## src/rtl/axis_bram_pkg.sv

```systemverilog
// rtl/axis_bram_pkg.sv - shared constants and types for the AXIS-to-BRAM row path
// Purpose : widths and the row-padder state type shared by axis_row_padder
//           and axis_bram_adapter.
// Ports   : none (package).
package axis_bram_pkg;

   localparam int AXIS_DATA_W    = 32;
   localparam int BRAM_ROW_BEATS = 36;
   localparam int BRAM_ADDR_W    = 12;
   localparam int BRAM_DATA_W    = AXIS_DATA_W * BRAM_ROW_BEATS;

   typedef enum logic {
      PASS = 1'b0,
      PAD  = 1'b1
   } row_state_t;

endpackage

```

## src/rtl/axis_skid_buffer.sv

```systemverilog
// rtl/axis_skid_buffer.sv - 2-entry registered skid buffer for a stream payload
// Purpose : decouples a stream so both ready and valid are registered while
//           still sustaining one beat per cycle.
// Ports   : clk, rst          - clock, asynchronous active-high reset
//           s_tvalid/s_tready - upstream handshake (s_tready registered)
//           s_tready_nxt      - value s_tready takes at the next edge
//           s_tdata           - upstream payload
//           m_tvalid/m_tready - downstream handshake (m_tvalid registered)
//           m_tdata           - downstream payload (registered)
module axis_skid_buffer
   import axis_bram_pkg::*;
#(
   parameter int WIDTH = AXIS_DATA_W + AXIS_DATA_W / 8 + 1
) (
   input  logic             clk,
   input  logic             rst,
   input  logic             s_tvalid,
   output logic             s_tready,
   output logic             s_tready_nxt,
   input  logic [WIDTH-1:0] s_tdata,
   output logic             m_tvalid,
   input  logic             m_tready,
   output logic [WIDTH-1:0] m_tdata
);

   logic [WIDTH-1:0] skid_data;
   logic             skid_valid;
   logic             skid_valid_nxt;
   logic             push;
   logic             load_out;

   // The skid entry only fills when a beat arrives while the output register
   // is occupied and stalled; it drains as soon as the output can reload.
   always_comb begin
      push     = s_tvalid && s_tready;
      load_out = !m_tvalid || m_tready;
      if (load_out) begin
         skid_valid_nxt = 1'b0;
      end else if (push) begin
         skid_valid_nxt = 1'b1;
      end else begin
         skid_valid_nxt = skid_valid;
      end
      s_tready_nxt = !skid_valid_nxt;
   end

   always_ff @(posedge clk or posedge rst) begin
      if (rst) begin
         s_tready   <= 1'b0;
         skid_valid <= 1'b0;
         skid_data  <= '0;
         m_tvalid   <= 1'b0;
         m_tdata    <= '0;
      end else begin
         s_tready   <= s_tready_nxt;
         skid_valid <= skid_valid_nxt;
         if (load_out) begin
            if (skid_valid) begin
               m_tvalid <= 1'b1;
               m_tdata  <= skid_data;
            end else begin
               m_tvalid <= push;
               if (push) begin
                  m_tdata <= s_tdata;
               end
            end
         end else if (push) begin
            skid_data <= s_tdata;
         end
      end
   end

endmodule

```

## src/rtl/axis_row_padder.sv

```systemverilog
// rtl/axis_row_padder.sv - pads AXIS frames to a whole number of BRAM rows
// Purpose : forwards a frame beat for beat and appends pad beats so the
//           output tlast always lands on the last beat of a row.
// Ports   : axis_aclk, axis_areset      - clock, asynchronous active-high reset
//           s00_axis_*                  - input stream (tdata/tstrb/tlast)
//           m00_axis_*                  - output stream, pad beats have tstrb=0
//           frame_rows                  - rows in the last completed frame
//           frame_done                  - pulse after the output tlast handshake
module axis_row_padder
   import axis_bram_pkg::*;
#(
   parameter int                    DATA_WIDTH    = AXIS_DATA_W,
   parameter int                    BEATS_PER_ROW = BRAM_ROW_BEATS,
   parameter logic [DATA_WIDTH-1:0] PAD_VALUE     = '0,
   parameter int                    ROW_CNT_W     = BRAM_ADDR_W
) (
   input  logic                    axis_aclk,
   input  logic                    axis_areset,
   input  logic                    s00_axis_tvalid,
   output logic                    s00_axis_tready,
   input  logic [DATA_WIDTH-1:0]   s00_axis_tdata,
   input  logic [DATA_WIDTH/8-1:0] s00_axis_tstrb,
   input  logic                    s00_axis_tlast,
   output logic                    m00_axis_tvalid,
   input  logic                    m00_axis_tready,
   output logic [DATA_WIDTH-1:0]   m00_axis_tdata,
   output logic [DATA_WIDTH/8-1:0] m00_axis_tstrb,
   output logic                    m00_axis_tlast,
   output logic [ROW_CNT_W-1:0]    frame_rows,
   output logic                    frame_done
);

   localparam int STRB_W = DATA_WIDTH / 8;
   localparam int CNT_W  = (BEATS_PER_ROW > 1) ? $clog2(BEATS_PER_ROW) : 1;
   localparam int PAY_W  = DATA_WIDTH + STRB_W + 1;
   localparam logic [CNT_W-1:0] LAST_POS = CNT_W'(BEATS_PER_ROW - 1);

   row_state_t           state;
   row_state_t           state_nxt;
   logic [CNT_W-1:0]     push_pos;
   logic [CNT_W-1:0]     beat_cnt;
   logic [ROW_CNT_W-1:0] row_cnt;
   logic [ROW_CNT_W-1:0] row_cnt_inc;
   logic                 s_ready_q;
   logic                 skid_in_valid;
   logic                 skid_in_ready;
   logic                 skid_ready_nxt;
   logic                 skid_push;
   logic [PAY_W-1:0]     skid_in_pay;
   logic [PAY_W-1:0]     skid_out_pay;
   logic                 out_hs;

   // ---------------------------------------------------------------
   // FSM: state register
   // ---------------------------------------------------------------
   always_ff @(posedge axis_aclk or posedge axis_areset) begin
      if (axis_areset) begin
         state <= PASS;
      end else begin
         state <= state_nxt;
      end
   end

   // ---------------------------------------------------------------
   // FSM: next state. push_pos is the output row position the beat
   // entering the skid will occupy, so the decision is made on entry.
   // ---------------------------------------------------------------
   always_comb begin
      state_nxt = state;
      case (state)
         PASS: begin
            if (skid_push && s00_axis_tlast && (push_pos != LAST_POS)) begin
               state_nxt = PAD;
            end
         end
         PAD: begin
            if (skid_push && (push_pos == LAST_POS)) begin
               state_nxt = PASS;
            end
         end
         default: state_nxt = PASS;
      endcase
   end

   // ---------------------------------------------------------------
   // FSM: outputs - mux input beats or pad beats into the skid
   // ---------------------------------------------------------------
   always_comb begin
      skid_in_valid = 1'b0;
      skid_in_pay   = '0;
      case (state)
         PASS: begin
            skid_in_valid = s00_axis_tvalid && s_ready_q;
            skid_in_pay   = {s00_axis_tdata, s00_axis_tstrb,
                             s00_axis_tlast && (push_pos == LAST_POS)};
         end
         PAD: begin
            skid_in_valid = 1'b1;
            skid_in_pay   = {PAD_VALUE, {STRB_W{1'b0}}, push_pos == LAST_POS};
         end
         default: begin
            skid_in_valid = 1'b0;
         end
      endcase
   end

   assign skid_push = skid_in_valid && skid_in_ready;

   // Input ready mirrors the skid's own registered ready, further closed
   // while padding so no beat of the next frame slips into the pad row.
   always_ff @(posedge axis_aclk or posedge axis_areset) begin
      if (axis_areset) begin
         s_ready_q <= 1'b0;
         push_pos  <= '0;
      end else begin
         s_ready_q <= skid_ready_nxt && (state_nxt == PASS);
         if (skid_push) begin
            push_pos <= (push_pos == LAST_POS) ? '0 : push_pos + 1'b1;
         end
      end
   end

   assign s00_axis_tready = s_ready_q;

   axis_skid_buffer #(
      .WIDTH (PAY_W)
   ) u_skid (
      .clk          (axis_aclk),
      .rst          (axis_areset),
      .s_tvalid     (skid_in_valid),
      .s_tready     (skid_in_ready),
      .s_tready_nxt (skid_ready_nxt),
      .s_tdata      (skid_in_pay),
      .m_tvalid     (m00_axis_tvalid),
      .m_tready     (m00_axis_tready),
      .m_tdata      (skid_out_pay)
   );

   assign m00_axis_tdata = skid_out_pay[PAY_W-1 -: DATA_WIDTH];
   assign m00_axis_tstrb = skid_out_pay[STRB_W:1];
   assign m00_axis_tlast = skid_out_pay[0];

   // ---------------------------------------------------------------
   // Output-side beat/row accounting for frame_rows
   // ---------------------------------------------------------------
   assign out_hs      = m00_axis_tvalid && m00_axis_tready;
   assign row_cnt_inc = (row_cnt == '1) ? row_cnt : row_cnt + 1'b1;

   always_ff @(posedge axis_aclk or posedge axis_areset) begin
      if (axis_areset) begin
         beat_cnt   <= '0;
         row_cnt    <= '0;
         frame_rows <= '0;
         frame_done <= 1'b0;
      end else begin
         frame_done <= out_hs && m00_axis_tlast;
         if (out_hs) begin
            if (m00_axis_tlast) begin
               frame_rows <= row_cnt_inc;
               row_cnt    <= '0;
               beat_cnt   <= '0;
            end else if (beat_cnt == LAST_POS) begin
               beat_cnt <= '0;
               row_cnt  <= row_cnt_inc;
            end else begin
               beat_cnt <= beat_cnt + 1'b1;
            end
         end
      end
   end

endmodule

```

## config.mk

```make
export PLATFORM = sky130hd
export DESIGN_NAME = axis_row_padder
export DESIGN_NICKNAME = d
export VERILOG_FILES = /design/src/rtl/axis_bram_pkg.sv /design/src/rtl/axis_skid_buffer.sv /design/src/rtl/axis_row_padder.sv
export SDC_FILE = /design/constraint.sdc
export NUM_CORES = 1
export LEC_CHECK = 0
export ABC_AREA = 1
export CAP_MARGIN = 25
export CORE_AREA = 3 3 151 116
export DETAILED_ROUTE_END_ITERATION = 8
export DIE_AREA = 0 0 154 119
export GPL_TIMING_DRIVEN = 0
export PLACE_DENSITY_LB_ADDON = 0.3
export SYNTH_ARGS = -nofsm -noshare
export SYNTH_HDL_FRONTEND = slang
export SYNTH_SLANG_ARGS = --single-unit
```

## constraint.sdc

```tcl
create_clock -name axis_aclk -period 10.7 [get_ports axis_aclk]
set_clock_uncertainty 0.2 [all_clocks]
set_input_delay 1.07 -clock axis_aclk [delete_from_list [all_inputs] [get_ports axis_aclk]]
set_output_delay 1.07 -clock axis_aclk [all_outputs]
set_load 0.05 [all_outputs]
```

==> report_table.html, run 1 <==
<table>
<tr><th>Metric</th><th>Value</th></tr>
<tr><th colspan="2">Timing</th></tr>
<tr><td>Final Cycle Share</td><td>between 20% and 30%</td></tr>
<tr><td>Rel. slew slack</td><td>between 60% and 70%</td></tr>
<tr><td>Count of pins over their slew limit</td><td>0</td></tr>
<tr><td>Min Clock Period, post-route</td><td>about 3.0 ns</td></tr>
<tr><td>Worst hold slack after final layout</td><td>0.278 ns</td></tr>
<tr><td>Setup TNS after final layout</td><td>0 ns</td></tr>
<tr><td>Number of failing hold endpoints at the final stage</td><td>0</td></tr>
<tr><td>RSZ-0062 raised after global routing</td><td>no</td></tr>
<tr><td>Post-route setup slack</td><td>~7.7 ns</td></tr>
<tr><td>Transition at the pin with the smallest max-transition slack</td><td>a little under 0.6 ns</td></tr>
<tr><td>Max Fclk</td><td>0.338 GHz</td></tr>
<tr><td>Final setup violation count</td><td>0</td></tr>
<tr><th colspan="2">Power and ir drop</th></tr>
<tr><td>Pwr Density</td><td>between 200 and 300 nW/um2</td></tr>
<tr><td>Net Sw Power</td><td>between 0.7 and 0.8 mW</td></tr>
<tr><td>Share of power burned in the clock network</td><td>~28%</td></tr>
<tr><td>Proportion of power drawn by flip-flops and latches</td><td>approximately 33%</td></tr>
<tr><td>Relative contribution of combinational cells to total power</td><td>~40%</td></tr>
<tr><td>Switching share of power</td><td>around 41%</td></tr>
<tr><td>Leakage power</td><td>about 3.6 nW</td></tr>
<tr><td>Overall power</td><td>about 1.9 mW</td></tr>
<tr><td>Worst vdd ir</td><td>approximately 0.21 mV</td></tr>
<tr><td>Cell-internal power</td><td>approximately 1.1 mW</td></tr>
<tr><th colspan="2">Floorplanning</th></tr>
<tr><td>Core area</td><td>roughly 16,000 um2</td></tr>
<tr><td>Vertical extent of the die</td><td>between 100 and 150 um</td></tr>
<tr><td>Number of rows created at floorplan</td><td>40</td></tr>
<tr><td>Boundary Pins</td><td>93</td></tr>
<tr><td>Die Span X</td><td>around 150 um</td></tr>
<tr><td>Initial core utilization</td><td>between 30% and 40%</td></tr>
<tr><td>Die outline area</td><td>between 15,000 and 20,000 um2</td></tr>
<tr><th colspan="2">Detailed routing</th></tr>
<tr><td>Antenna Nets Post-Route</td><td>0</td></tr>
<tr><td>Initial DRC count</td><td>287</td></tr>
<tr><td>Detailed-routing iteration count for the pre-antenna-repair pass</td><td>4</td></tr>
<tr><td>Drt via density</td><td>around 4.5</td></tr>
<tr><td>Average wire per standard cell</td><td>about 13 um</td></tr>
<tr><td>DRC violation count after routing</td><td>0</td></tr>
<tr><td>Final wirelength</td><td>13,700 um</td></tr>
<tr><td>Vias</td><td>roughly 4,800</td></tr>
<tr><th colspan="2">Yosys</th></tr>
<tr><td>Post-synthesis async set-or-reset flop share</td><td>100%</td></tr>
<tr><td>Number of enable-type register cells in the synthesized netlist</td><td>0</td></tr>
<tr><td>Cell count after synthesis</td><td>between 700 and 800</td></tr>
<tr><td>Post-Synthesis Cell Area</td><td>5620 um2</td></tr>
<tr><td>Sequential cell area fraction in the yosys report</td><td>between 50% and 60%</td></tr>
<tr><td>Syn_area_per_cell</td><td>between 7 and 8 um2</td></tr>
<tr><td>Yosys Warn Count</td><td>0</td></tr>
<tr><td>Share of Yosys cell area claimed by the top area cell type</td><td>about half</td></tr>
<tr><td>Leading cell type by number of instances after synthesis</td><td>nand2_1</td></tr>
<tr><td>Netlist cell types</td><td>34</td></tr>
<tr><td>Most numerous cell types in the synthesized netlist</td><td>nand2_1, dfrtp_1, inv_1</td></tr>
<tr><td>Post-synth net total</td><td>760</td></tr>
<tr><td>Synth area leader</td><td>dfrtp_1</td></tr>
<tr><td>#FFs+latches synth</td><td>roughly 120</td></tr>
<tr><td>Most used DFF post-synth</td><td>dfrtp_1</td></tr>
<tr><td>Ranking of synthesized cells by area</td><td>dfrtp_1, nand2_1, inv_1</td></tr>
<tr><th colspan="2">Worst setup path</th></tr>
<tr><td>Crit-path cells</td><td>clkdlybuf4s50_1</td></tr>
<tr><td>Slowest CP cell</td><td>clkdlybuf4s50_1</td></tr>
<tr><td>Nature of the critical path endpoint</td><td>primary output</td></tr>
<tr><td>Launching element type of the critical path</td><td>flip-flop</td></tr>
<tr><td>Worst endpoint data arrival time</td><td>1.69 ns</td></tr>
<tr><td>Critical R2R Launch</td><td>beat_cnt[0]$_DFFE_PP0P_</td></tr>
<tr><td>Critical Path Max Stage Delay</td><td>around 0.84 ns</td></tr>
<tr><td>Combined buffer and inverter count along the critical path</td><td>1</td></tr>
<tr><td>Launch point of the critical path</td><td>u_skid.m_tdata[0]$_DFFE_PP0P_</td></tr>
<tr><td>Largest fanout of any net on the critical path</td><td>4</td></tr>
<tr><td>Cell class contributing the biggest share of worst-path delay</td><td>buffers and inverters</td></tr>
<tr><td>Required time at the worst-slack endpoint</td><td>between 9 and 10 ns</td></tr>
<tr><td>Slack of the worst reg-to-reg path</td><td>8.96 ns</td></tr>
<tr><td>Setup CP Type</td><td>reg2out</td></tr>
<tr><th colspan="2">Job</th></tr>
<tr><td>Maximum Capacitance Violations</td><td>0</td></tr>
<tr><th colspan="2">Clocking</th></tr>
<tr><td>Count of hold-fix buffers inserted at cts</td><td>0</td></tr>
<tr><td>Number of buffers added by the clock tree synthesis step</td><td>17</td></tr>
<tr><td>Number of H-tree levels</td><td>4</td></tr>
<tr><td>Number of sinks driven by the clock tree</td><td>between 100 and 150</td></tr>
<tr><td>Clock transition at the registers of the reported paths</td><td>~0.060 ns</td></tr>
<tr><td>Post-CTS setup buffers</td><td>0</td></tr>
<tr><td>Clock Tree Buf Depth</td><td>2</td></tr>
<tr><td>CTS-repair resized insts</td><td>0</td></tr>
<tr><td>Clock latency of the later-clocked register in the worst-skew pair</td><td>0.41 ns</td></tr>
<tr><td>Clock tree from TritonCTS</td><td>built</td></tr>
<tr><td>Root buf cell</td><td>clkbuf_16</td></tr>
<tr><th colspan="2">Global routing</th></tr>
<tr><td>Antenna violations before repair</td><td>0</td></tr>
<tr><td>GR Util All Layers</td><td>roughly 16%</td></tr>
<tr><td>Pin count of the biggest net entering global routing</td><td>76</td></tr>
<tr><td>First-pass GRT wire length</td><td>about 23,000 um</td></tr>
<tr><td>Vias in the first global route</td><td>about 4,600</td></tr>
<tr><td>Remaining Overflow, GRT</td><td>0</td></tr>
<tr><th colspan="2">Placed design</th></tr>
<tr><td>Setup slack after placement</td><td>7.88 ns</td></tr>
<tr><td>Half-perimeter wire length of the detailed placement result</td><td>between 9000 and 10,000 um</td></tr>
<tr><td>IO buf count</td><td>between 90 and 100</td></tr>
<tr><td>Final weighted congestion in routability-driven placement</td><td>slightly above 0.8</td></tr>
<tr><td>Placement-stage cell area</td><td>between 6000 and 7000 um2</td></tr>
<tr><th colspan="2">Cells and area</th></tr>
<tr><td>Design Area, Final</td><td>between 7000 and 8000 um2</td></tr>
<tr><td>Relative area change from synthesis to final layout</td><td>31.2%</td></tr>
<tr><td>Total Nets Final</td><td>872</td></tr>
<tr><td>Diode insertion count for antenna repair</td><td>0</td></tr>
<tr><td>Layout cell share with drive strength beyond 1</td><td>around 8.1%</td></tr>
<tr><th colspan="2">Worst hold path</th></tr>
<tr><td>Hold crit path type</td><td>reg2reg</td></tr>
<tr><td>Origin of the worst min-delay path</td><td>u_skid.m_tdata[19]$_DFFE_PP0P_</td></tr>
<tr><th colspan="2">Run status</th></tr>
<tr><td>Outcome</td><td>finished, final reports clean</td></tr>
</table>
[logic make-up after synthesis]
logic type               count (synthesis)  share of synthesized area, %
AND/OR/NAND/NOR                        370                          27.0
buffers and inverters                  135                          10.2
flip-flops                             116                          51.7
AO/OA/AOI/OAI                           87                          9.60
XOR/XNOR                                 5                         0.780
adder cells (fa/ha/maj)                  3                         0.668
[registers in the layout, indices dropped and copies added, names as in the netlist]
| name | count |
|---|---|
| u_skid.m_tdata | 37 |
| u_skid.skid_data | 37 |
| frame_rows | 12 |
| row_cnt | 12 |
| beat_cnt | 6 |
| push_pos | 6 |
| frame_done | 1 |
| s00_axis_tready | 1 |
| state | 1 |
| u_skid.m_tvalid | 1 |
| u_skid.s_tready | 1 |
| u_skid.skid_valid | 1 |
[power groups by stage]
stage / Combinational, mW / Sequential (mW) / Clock [mW]
6_report: 0.742 / 0.617 / 0.517
5_1_grt: 0.806 / 0.629 / 0.553
4_1_cts: 0.750 / 0.616 / 0.530
3_5_place_dp: 0.746 / 0.621 / 0
3_3_place_gp: 0.739 / 0.622 / 0
2_1_floorplan: 0.267 / 0.851 / 0
[final cells by class]
class	count	area [um2]
plain buffers	30	179
clock buffers	20	447
clock inverters	11	87.6
fillers	1582	8700
inverters	105	402
multi-input cells	465	2140
flip-flops and latches	116	2900
well taps	210	263
repair buffers	93	948
[path summary, 6_finish.rpt]
path,depth (start not counted),end
max,1,m00_axis_tlast
min,2,u_skid.m_tdata[19]$_DFFE_PP0P_
max reg2reg,7,row_cnt[4]$_DFFE_PP0P_
min reg2reg,2,u_skid.m_tdata[19]$_DFFE_PP0P_
max in group asynchronous,3,u_skid.m_tdata[1]$_DFFE_PP0P_
min in group asynchronous,2,frame_rows[6]$_DFFE_PP0P_
[per-stage QoR]
stage                     util [%]  cells
after floorplan                  -    716
after global placement        42.3   1018
after detailed placement      42.5   1019
after CTS                     45.9   1050
after global routing          45.9   1050
final                         45.9   1050
[routing by layer]
metal | GRT usage (%) | part of all wire (%) | vias to the layer above
met1 | 23.6 | 52 | 2205
met5 | 0 | 0 | -
met2 | 21.9 | 43 | 100
li1 | - | - | 2455
met3 | 4.98 | 4.7 | 9
met4 | 4.25 | 0.65 | 0
[placed cells by master (no fill, tap or decap), types with 2 or more instances in the layout]
master,instances
nor2_4,2
clkbuf_1,8
xor2_1,4
nand3b_1,2
clkinv_2,7
nand2_2,3
dfrtp_1,116
clkinvlp_4,3
buf_4,3
clkbuf_16,17
ha_1,3
nand3_1,25
inv_2,2
nor2_2,2
nand2_1,270
clkbuf_2,2
nor2_1,51
o21ai_0,42
buf_6,5
clkdlybuf4s50_1,92
a21oi_1,4
o211ai_1,38
buf_1,2
buf_2,12
nand4_1,9
inv_1,100
(Power assumes the default switching activity.)
==> run 2: changes to the inputs <==
Clock period 10.7 ns to 2.8 ns, I/O delays scaled along.
==> report_table.html, run 2 (synthesized netlist as in run 1, its figures left out) <==
<table>
<tr><th>Metric</th><th>Value</th></tr>
<tr><th colspan="2">Clocking</th></tr>
<tr><td>CTS-repair resized insts</td><td>0</td></tr>
<tr><td>Clock transition at the registers of the reported paths</td><td>~0.050 ns</td></tr>
<tr><td>Number of sinks driven by the clock tree</td><td>116</td></tr>
<tr><td>Root buf cell</td><td>clkbuf_16</td></tr>
<tr><td>Clock latency of the later-clocked register in the worst-skew pair</td><td>0.41 ns</td></tr>
<tr><td>Post-CTS setup buffers</td><td>0</td></tr>
<tr><td>Clock tree from TritonCTS</td><td>built</td></tr>
<tr><td>Number of buffers added by the clock tree synthesis step</td><td>17</td></tr>
<tr><td>Count of hold-fix buffers inserted at cts</td><td>0</td></tr>
<tr><td>Clock Tree Buf Depth</td><td>2</td></tr>
<tr><td>Number of H-tree levels</td><td>4</td></tr>
<tr><th colspan="2">Cells and area</th></tr>
<tr><td>Largest registers</td><td>u_skid.m_tdata x37, u_skid.skid_data x37</td></tr>
<tr><td>Commonest non-fill, non-tap cell in the layout</td><td>nand2_1</td></tr>
<tr><td>Diode insertion count for antenna repair</td><td>0</td></tr>
<tr><td>Relative area change from synthesis to final layout</td><td>33.9%</td></tr>
<tr><td>Total Nets Final</td><td>just under 900</td></tr>
<tr><td>Non-Filler Instances</td><td>between 1,000 and 1,500</td></tr>
<tr><td>Commonest cells after routing, fill and taps aside</td><td>nand2_1, dfrtp_1, inv_1</td></tr>
<tr><td>Layout cell share with drive strength beyond 1</td><td>8.54%</td></tr>
<tr><th colspan="2">Worst setup path</th></tr>
<tr><td>Largest fanout of any net on the critical path</td><td>4</td></tr>
<tr><td>Combined buffer and inverter count along the critical path</td><td>1</td></tr>
<tr><td>Launching element type of the critical path</td><td>flip-flop</td></tr>
<tr><td>Nature of the critical path endpoint</td><td>primary output</td></tr>
<tr><td>Stages on worst setup path</td><td>1</td></tr>
<tr><td>Slowest CP cell</td><td>clkdlybuf4s50_1</td></tr>
<tr><td>Setup CP Type</td><td>reg2out</td></tr>
<tr><td>Crit-path cells</td><td>clkdlybuf4s50_1</td></tr>
<tr><td>Cell class contributing the biggest share of worst-path delay</td><td>buffers and inverters</td></tr>
<tr><td>Worst endpoint data arrival time</td><td>1.71 ns</td></tr>
<tr><td>Number of cell instances on the worst register-to-register path</td><td>7</td></tr>
<tr><td>Critical Path Max Stage Delay</td><td>about 0.85 ns</td></tr>
<tr><td>Required time at the worst-slack endpoint</td><td>2.32 ns</td></tr>
<tr><th colspan="2">Floorplanning</th></tr>
<tr><td>Vertical extent of the die</td><td>around 120 um</td></tr>
<tr><td>Die outline area</td><td>18,300 um2</td></tr>
<tr><td>Number of rows created at floorplan</td><td>40</td></tr>
<tr><td>Boundary Pins</td><td>93</td></tr>
<tr><td>Core area</td><td>16,100 um2</td></tr>
<tr><td>Initial core utilization</td><td>between 30% and 40%</td></tr>
<tr><td>Die Span X</td><td>around 150 um</td></tr>
<tr><th colspan="2">Placed design</th></tr>
<tr><td>Placed Cells incl. Taps</td><td>just over 1,000</td></tr>
<tr><td>IO buf count</td><td>92</td></tr>
<tr><td>Final weighted congestion in routability-driven placement</td><td>roughly 0.86</td></tr>
<tr><td>Half-perimeter wire length of the detailed placement result</td><td>between 9000 and 10,000 um</td></tr>
<tr><th colspan="2">Timing</th></tr>
<tr><td>Max Fclk</td><td>around 0.46 GHz</td></tr>
<tr><td>Worst hold slack after final layout</td><td>between 0.06 and 0.07 ns</td></tr>
<tr><td>Rel. slew slack</td><td>between 60% and 70%</td></tr>
<tr><td>Setup TNS after final layout</td><td>0 ns</td></tr>
<tr><td>Final setup violation count</td><td>0</td></tr>
<tr><td>Number of failing hold endpoints at the final stage</td><td>0</td></tr>
<tr><td>Transition at the pin with the smallest max-transition slack</td><td>between 0.5 and 0.6 ns</td></tr>
<tr><td>Count of pins over their slew limit</td><td>0</td></tr>
<tr><td>Min Clock Period, post-route</td><td>approximately 2.2 ns</td></tr>
<tr><td>Final Cycle Share</td><td>78.3%</td></tr>
<tr><td>RSZ-0062 raised after global routing</td><td>no</td></tr>
<tr><th colspan="2">Detailed routing</th></tr>
<tr><td>Initial DRC count</td><td>around 340</td></tr>
<tr><td>Average wire per standard cell</td><td>13.2 um</td></tr>
<tr><td>DRC violation count after routing</td><td>0</td></tr>
<tr><td>Vias</td><td>4,814</td></tr>
<tr><td>Final wirelength</td><td>~14,000 um</td></tr>
<tr><td>Detailed-routing iteration count for the pre-antenna-repair pass</td><td>5</td></tr>
<tr><td>Drt via density</td><td>4.57</td></tr>
<tr><td>Antenna Nets Post-Route</td><td>0</td></tr>
<tr><th colspan="2">Global routing</th></tr>
<tr><td>Pin count of the biggest net entering global routing</td><td>37</td></tr>
<tr><td>Vias in the first global route</td><td>between 4,000 and 5,000</td></tr>
<tr><td>First-pass GRT wire length</td><td>around 23,000 um</td></tr>
<tr><td>GR Util All Layers</td><td>15.7%</td></tr>
<tr><td>Remaining Overflow, GRT</td><td>0</td></tr>
<tr><td>Antenna violations before repair</td><td>1</td></tr>
<tr><th colspan="2">Power and ir drop</th></tr>
<tr><td>Pwr Density</td><td>1010 nW/um2</td></tr>
<tr><td>Worst vdd ir</td><td>approximately 0.69 mV</td></tr>
<tr><td>Overall power</td><td>7.63 mW</td></tr>
<tr><td>Leakage power</td><td>3.68 nW</td></tr>
<tr><th colspan="2">Run status</th></tr>
<tr><td>Outcome</td><td>finished, final reports clean</td></tr>
<tr><th colspan="2">Worst hold path</th></tr>
<tr><td>Hold crit path type</td><td>in2async</td></tr>
<tr><th colspan="2">Job</th></tr>
<tr><td>Maximum Capacitance Violations</td><td>0</td></tr>
</table>
## run 2: changes by cell type in the layout (fill, tap and decap cells not counted), sizes merged
cell,change
buf,+2
bufinv,+4
clkinv,-6
clkinvlp,+3
## run 2: path summary, 6_finish.rpt
check	from	end	slack, ns
worst max-delay path	u_skid.m_tdata[0]$_DFFE_PP0P_	m00_axis_tlast	0.61
worst min-delay path	axis_areset	u_skid.m_tdata[25]$_DFFE_PP0P_	0.06
worst max register to register	beat_cnt[0]$_DFFE_PP0P_	row_cnt[2]$_DFFE_PP0P_	1.00
worst min register to register	frame_rows[5]$_DFFE_PP0P_	frame_rows[5]$_DFFE_PP0P_	0.27
max in group asynchronous	axis_areset	push_pos[3]$_DFFE_PP0P_	1.57
min in group axis_aclk	frame_rows[5]$_DFFE_PP0P_	frame_rows[5]$_DFFE_PP0P_	0.27
## run 2: final cells by class
type | instances | area (um2)
Sequential cell | 116 | 2900
Clock inverter | 12 | 201
Multi-Input combinational cell | 465 | 2140
Tap cell | 210 | 263
Clock buffer | 20 | 457
Inverter | 105 | 400
Buffer | 30 | 179
Fill cell | 1571 | 8540
Timing Repair Buffer | 95 | 981
## run 2: layer usage
| metal | global-route usage, % | wire, um | part of all wire [%] |
|---|---|---|---|
| met1 | 23.5 | 7310 | 53 |
| met2 | 21.8 | 5610 | 40 |
| met3 | 3.96 | 754 | 5.4 |
| met4 | 5.63 | 183 | 1.3 |
| met5 | 0 | 13 | 0.094 |
## run 2: stage by stage
stage	area [um2]	worst slack, ns	utilization, %
3_5_place_dp	6860	0.758	42.7
6_report	7520	0.608	46.8
2_1_floorplan	5620	0.907	-
3_3_place_gp	6800	-0.299	42.4
4_1_cts	7520	0.591	46.8
5_1_grt	7520	0.562	46.8
## run 2: power breakdown
group	switching [mW]	total, mW	internal [mW]
Combinational	1.91	2.85	0.935
Clock	0.803	2.43	1.63
Sequential	0.278	2.36	2.08
Total	2.99	7.63	4.64
